<file path="config.mk">
export PLATFORM = sky130hd
export DESIGN_NAME = serial_config_master
export DESIGN_NICKNAME = d
export VERILOG_FILES = /design/src/rtl/serial_config_master.sv
export SDC_FILE = /design/constraint.sdc
export NUM_CORES = 1
export LEC_CHECK = 0
export CAP_MARGIN = 10
export CORE_AREA = 2 2 95 97
export CTS_CLUSTER_SIZE = 25
export DETAILED_ROUTE_END_ITERATION = 8
export DIE_AREA = 0 0 97 99
export PLACE_DENSITY = 0.95
export SYNTH_ARGS = -nofsm -noshare
export SYNTH_HDL_FRONTEND = slang
export SYNTH_SLANG_ARGS = --single-unit
</file>
<file path="constraint.sdc">
create_clock -name clock -period 4.7 [get_ports clock]
set_input_delay 0.94 -clock clock [delete_from_list [all_inputs] [get_ports clock]]
set_output_delay 0.94 -clock clock [all_outputs]
set_load 0.1 [all_outputs]
</file>
<file path="src/rtl/serial_config_master.sv">
// Serial config master: turns parallel register commands into enable/clock/data
// frames (8-bit address then 32-bit data, MSB first) and captures read data from SDO.
module serial_config_master #(
  parameter int unsigned CLK_DIV = 4
) (
  input  logic        clock,
  input  logic        reset_n,
  input  logic        cmd_valid,
  output logic        cmd_ready,
  input  logic [7:0]  cmd_addr,
  input  logic [31:0] cmd_wdata,
  output logic        rsp_valid,
  output logic [31:0] rsp_rdata,
  output logic        busy,
  output logic        serial_clock,
  output logic        serial_data,
  output logic        serial_enable,
  input  logic        serial_data_in
);

  localparam int unsigned PH_W    = (CLK_DIV > 1) ? $clog2(CLK_DIV) : 1;
  localparam int unsigned BIT_W   = 6;
  localparam int unsigned ADDR_W  = 8;
  localparam int unsigned DATA_W  = 32;
  localparam int unsigned FRAME_W = ADDR_W + DATA_W;

  localparam logic [PH_W-1:0]  PH_LAST   = PH_W'(CLK_DIV - 1);
  localparam logic [BIT_W-1:0] BIT_FIRST = BIT_W'(FRAME_W - 1);
  localparam logic [BIT_W-1:0] DATA_BITS = BIT_W'(DATA_W);

  typedef enum logic [2:0] {
    IDLE  = 3'd0,
    SETUP = 3'd1,
    SHIFT = 3'd2,
    HOLD  = 3'd3,
    GAP   = 3'd4
  } state_e;

  state_e              state_q, state_d;
  logic [PH_W-1:0]     phase_q, phase_d;
  logic                high_q, high_d;
  logic [BIT_W-1:0]    bit_q, bit_d;
  logic [ADDR_W-1:0]   addr_q, addr_d;
  logic [DATA_W-1:0]   wdata_q, wdata_d;
  logic                read_q, read_d;
  logic [DATA_W-1:0]   cap_q, cap_d;
  logic                rsp_valid_q, rsp_valid_d;
  logic [DATA_W-1:0]   rsp_rdata_q, rsp_rdata_d;
  logic                busy_q, busy_d;
  logic                sclk_q, sclk_d;
  logic                sdat_q, sdat_d;
  logic                sen_q, sen_d;

  logic                accept;
  logic                phase_last;
  logic [FRAME_W-1:0]  frame;

  assign cmd_ready = (state_q == IDLE) && reset_n;

  // Next-state, counters, capture and registered-output values
  always_comb begin
    state_d     = state_q;
    phase_d     = phase_q;
    high_d      = high_q;
    bit_d       = bit_q;
    addr_d      = addr_q;
    wdata_d     = wdata_q;
    read_d      = read_q;
    cap_d       = cap_q;
    rsp_rdata_d = rsp_rdata_q;

    accept     = cmd_valid && cmd_ready;
    phase_last = (phase_q == PH_LAST);
    frame      = {addr_q, (read_q ? {DATA_W{1'b0}} : wdata_q)};

    case (state_q)
      IDLE: begin
        if (accept) begin
          state_d = SETUP;
          phase_d = '0;
          high_d  = 1'b0;
          bit_d   = BIT_FIRST;
          addr_d  = cmd_addr;
          wdata_d = cmd_wdata;
          read_d  = cmd_addr[ADDR_W-1];
        end
      end
      SETUP: begin
        if (phase_last) begin
          state_d = SHIFT;
          phase_d = '0;
          high_d  = 1'b0;
        end else begin
          phase_d = PH_W'(phase_q + 1'b1);
        end
      end
      SHIFT: begin
        if (phase_last) begin
          phase_d = '0;
          high_d  = !high_q;
          if (high_q) begin
            if (bit_q == '0) begin
              state_d = HOLD;
            end else begin
              bit_d = BIT_W'(bit_q - 1'b1);
            end
          end
        end else begin
          phase_d = PH_W'(phase_q + 1'b1);
        end
      end
      HOLD: begin
        if (phase_last) begin
          state_d = GAP;
          phase_d = '0;
        end else begin
          phase_d = PH_W'(phase_q + 1'b1);
        end
      end
      GAP: begin
        if (phase_last) begin
          state_d = IDLE;
          phase_d = '0;
        end else begin
          phase_d = PH_W'(phase_q + 1'b1);
        end
      end
      default: begin
        state_d = IDLE;
        phase_d = '0;
      end
    endcase

    // Sample SDO on the edge that raises serial_clock for a data bit
    if ((state_q == SHIFT) && !high_q && phase_last && read_q && (bit_q < DATA_BITS)) begin
      cap_d = {cap_q[DATA_W-2:0], serial_data_in};
    end

    // Outputs are registered from the next-state view so they line up with the state
    rsp_valid_d = (state_d == GAP) && (phase_d == PH_LAST);
    if (rsp_valid_d) begin
      rsp_rdata_d = read_q ? cap_d : {DATA_W{1'b0}};
    end
    busy_d = (state_d != IDLE);
    sen_d  = (state_d == SETUP) || (state_d == SHIFT) || (state_d == HOLD);
    sclk_d = (state_d == SHIFT) && high_d;
    sdat_d = (state_d == SHIFT) && frame[bit_d];
  end

  always_ff @(posedge clock) begin
    if (!reset_n) begin
      state_q     <= IDLE;
      phase_q     <= '0;
      high_q      <= 1'b0;
      bit_q       <= '0;
      addr_q      <= '0;
      wdata_q     <= '0;
      read_q      <= 1'b0;
      cap_q       <= '0;
      rsp_valid_q <= 1'b0;
      rsp_rdata_q <= '0;
      busy_q      <= 1'b0;
      sclk_q      <= 1'b0;
      sdat_q      <= 1'b0;
      sen_q       <= 1'b0;
    end else begin
      state_q     <= state_d;
      phase_q     <= phase_d;
      high_q      <= high_d;
      bit_q       <= bit_d;
      addr_q      <= addr_d;
      wdata_q     <= wdata_d;
      read_q      <= read_d;
      cap_q       <= cap_d;
      rsp_valid_q <= rsp_valid_d;
      rsp_rdata_q <= rsp_rdata_d;
      busy_q      <= busy_d;
      sclk_q      <= sclk_d;
      sdat_q      <= sdat_d;
      sen_q       <= sen_d;
    end
  end

  assign rsp_valid     = rsp_valid_q;
  assign rsp_rdata     = rsp_rdata_q;
  assign busy          = busy_q;
  assign serial_clock  = sclk_q;
  assign serial_data   = sdat_q;
  assign serial_enable = sen_q;

endmodule
</file>
==> flow_summary.yaml <==
run_status:
  status: "finished clean"
die:
  core-area_mm2: 0.00855
  num_io_pins: 82
  start_util: 0.564
  die_area_mm2: 0.00960
  die_y_um: 99
  die_w_um: 97
  rows: 34
global_routing:
  first_global_vias: 4162
  grt_pass1_wl_mm: 20.0
  antenna_found_initial: 0
  grt_max_degree: 45
  grt_use_total: 0.256
  overflow: 0
pwr:
  power_uw: 2550
  irDropWorstVdd_v: 0.000215
  p_per_area_mw_per_mm2: 405
  leakage_uw: 0.00278
timing:
  period_minus_slack_ps: 3440
  hold_viol_final: 0
  rsz0062_at_grt: "false"
  whs_ps: 457
  timing.final.crit_share: 0.732
  drv_slew: 0
  fin_skew_ps: 9.48
  max_slew_margin: 0.219
  worst-slew-pin-transition_ps: 1170
  fin_setup_tns_ps: 0
  fmax_mhz: 291
  setup_viol: 0
critical_path:
  cp-endpoint: "serial_data"
  cp_num_cells: 9
  cp_cell_sequence: "clkdlybuf4s50_1 > nor4b_4 > a21oi_1 > mux2i_4 > mux2i_1 > nor3_1 > a211oi_2 > a221oi_1 > or3_1"
  regToRegSetupSlack_ps: 1380
  cp-startpoint: "reset_n"
  worst-path-buf-inv: 1
  r2r_end: "serial_data"
  path_max_fanout: 16
  crit_family: "multiplexers"
  cp_slowest_stage_delay_ps: 600
  worst-setup-path-type: "input port to flip-flop"
  crit_path_end_kind: "flip-flop"
  cpMaxStageDelayCell: "mux2i_4"
  r2r-start: "phase_q[0]"
  crit_path_start_kind: "input port"
  required_ps: 5090
  rr_worst_depth: 9
  cp_data_arrival_time_ps: 3830
route:
  final_antenna_net_count: 0
  drt_iter0_markers: 254
  viasPerCell: 5.79
  wl_per_cell_um: 16.8
  drc: 0
  vias: 4119
  wl_mm: 11.9
  firstDrtPassIters: 5
hold_path:
  hp-class: "flip-flop to flip-flop"
yosys:
  synth_area_leader_cell: "dfxtp_1"
  synth_ff_type: "dfxtp_1"
  netlist_area_mm2: 0.00482
  syn_area_per_cell_um2: 9.33
  ys_seq_area_frac: 0.502
  synth_nets: 565
  ys_types: 54
  synthTopCellsByArea: "dfxtp_1 50%, mux2i_1 11%, nand2_1 7.2%"
  synth_edf_count: 0
  synthesis.instances: 517
  yosys_warnings: 0
  synth_common_cells: "121 x dfxtp_1, 93 x nand2_1, 54 x mux2i_1"
  ys_seq_elements: 121
  synth-async-reset-ratio: 0
  synth_top_area_frac: 0.502
  synth_most_common_cell: "dfxtp_1"
placed_design:
  place_area_mm2: 0.00571
  place.detailed.hpwl_mm: 7.45
  placed_cells: 679
  io_buffers: 81
  gp_congestion: 0.897
cts:
  cts_num_sinks: 121
  h-tree-depth: 4
  postCtsSetupRepairBufs: 0
  ctsLongestPathBuffers: 2
  root_buffer: "clkbuf_8"
  cts_resized: 0
  path_clk_slew_ps: 60
  cts-buffers-inserted: 17
  cts_tree: "yes"
  clk_latency_ps: 510
  ctsHoldBuffers: 0
finish:
  n_antenna_cell: 0
  nNetsFinal: 638
  drive_gt1_frac: 0.0896
  area_growth_pct: 30.3
  stdcell_area_mm2: 0.00628
  instances_no_fill: 711
run:
  drv_cap: 0
[metal layers]
layer | GRT usage | up-vias | share of wire
li1 | - | 1957 | -
met1 | 0.300 | 1962 | 0.41
met2 | 0.443 | 162 | 0.51
met3 | 0.0652 | 38 | 0.052
met4 | 0.118 | 0 | 0.031
met5 | 0 | - | 0
[power by group]
| part | total, uW | internal (uW) | switching, uW |
|---|---|---|---|
| Sequential | 1080 | 1060 | 24.1 |
| Combinational | 206 | 89.9 | 116 |
| Clock | 1260 | 764 | 494 |
| Total | 2550 | 1910 | 634 |
[how the worst min path moves through the flow]
stage / startpoint / to / slack [ps] / cells after the start
6_report: addr_q[1] / addr_q[1] / 460 / 2
5_1_grt: addr_q[4] / addr_q[4] / 470 / 2
4_1_cts: addr_q[1] / addr_q[1] / 460 / 2
3_5_place_dp: addr_q[2] / addr_q[2] / 450 / 2
3_3_place_gp: wdata_q[20] / wdata_q[20] / 440 / 2
2_1_floorplan: addr_q[0] / addr_q[0] / 430 / 2
[layout by cell type (no fill, tap or decap), types with 2 or more instances in the layout]
cell,synthesis,routed
nor3_1,5,5
nor2_1,48,47
buf_4,1,8
clkinv_2,0,3
o21ai_0,5,5
mux2i_1,54,54
nor3b_1,4,4
clkinv_4,0,3
inv_6,0,3
a21oi_1,11,11
nand2_1,93,93
nand3_1,44,44
o31ai_1,2,2
nand4b_1,2,2
dfxtp_1,121,121
ha_1,4,4
nor4_1,2,2
inv_8,0,2
or3_1,4,4
clkinvlp_4,0,2
clkbuf_16,0,16
clkdlybuf4s50_1,0,80
and2_1,6,6
a22o_1,32,32
bufinv_16,0,2
xnor2_1,2,2
o221ai_1,2,2
a31oi_1,2,2
nand4_1,2,2
inv_1,7,7
o22ai_1,3,3
[cells by family (layout without fill, tap and decap cells)]
kind of cell             Yosys count  after routing  share of synthesized area
adder cells (fa/ha/maj)            4              4                     0.0104
flip-flops                       121            121                      0.502
buffers and inverters             43            129                     0.0361
AND/OR/NAND/NOR                  221            221                      0.210
XOR/XNOR                           3              3                    0.00701
multiplexers                      55             55                      0.117
AO/OA/AOI/OAI                     70             70                      0.118
[cell type report]
class | instances | area (um^2)
Multi-Input combinational cell | 353 | 2240
Clock buffer | 17 | 414
Timing Repair Buffer | 89 | 881
Clock inverter | 15 | 165
Sequential cell | 121 | 2420
Fill cell | 557 | 2270
Tap cell | 108 | 135
Inverter | 8 | 30.0
[flip-flops by register name, indices dropped and copies added (netlist names)]
| register | cells |
|---|---|
| high_q | 1 |
| cap_q | 32 |
| addr_q | 8 |
| busy | 1 |
| rsp_rdata | 32 |
| serial_data | 1 |
| rsp_valid | 1 |
| serial_enable | 1 |
| bit_q | 6 |
| wdata_q | 32 |
| serial_clock | 1 |
| phase_q | 2 |
| state_q | 3 |
[per-stage QoR]
stage	utilization	setup slack (ps)
floorplan	-	592
global route	0.735	1170
detailed placement	0.667	866
CTS	0.735	1340
global placement	0.667	1010
finish	0.735	1260
[worst reg2reg max path: stages (launching register included)]
cell,delay [ps]
dfxtp_1,400
ha_1,410
nand2_1,190
a211o_4,390
mux2i_4,610
mux2i_1,350
nor3_1,120
a211oi_2,220
a221oi_1,130
or3_1,380
(Power assumes the default switching activity.)
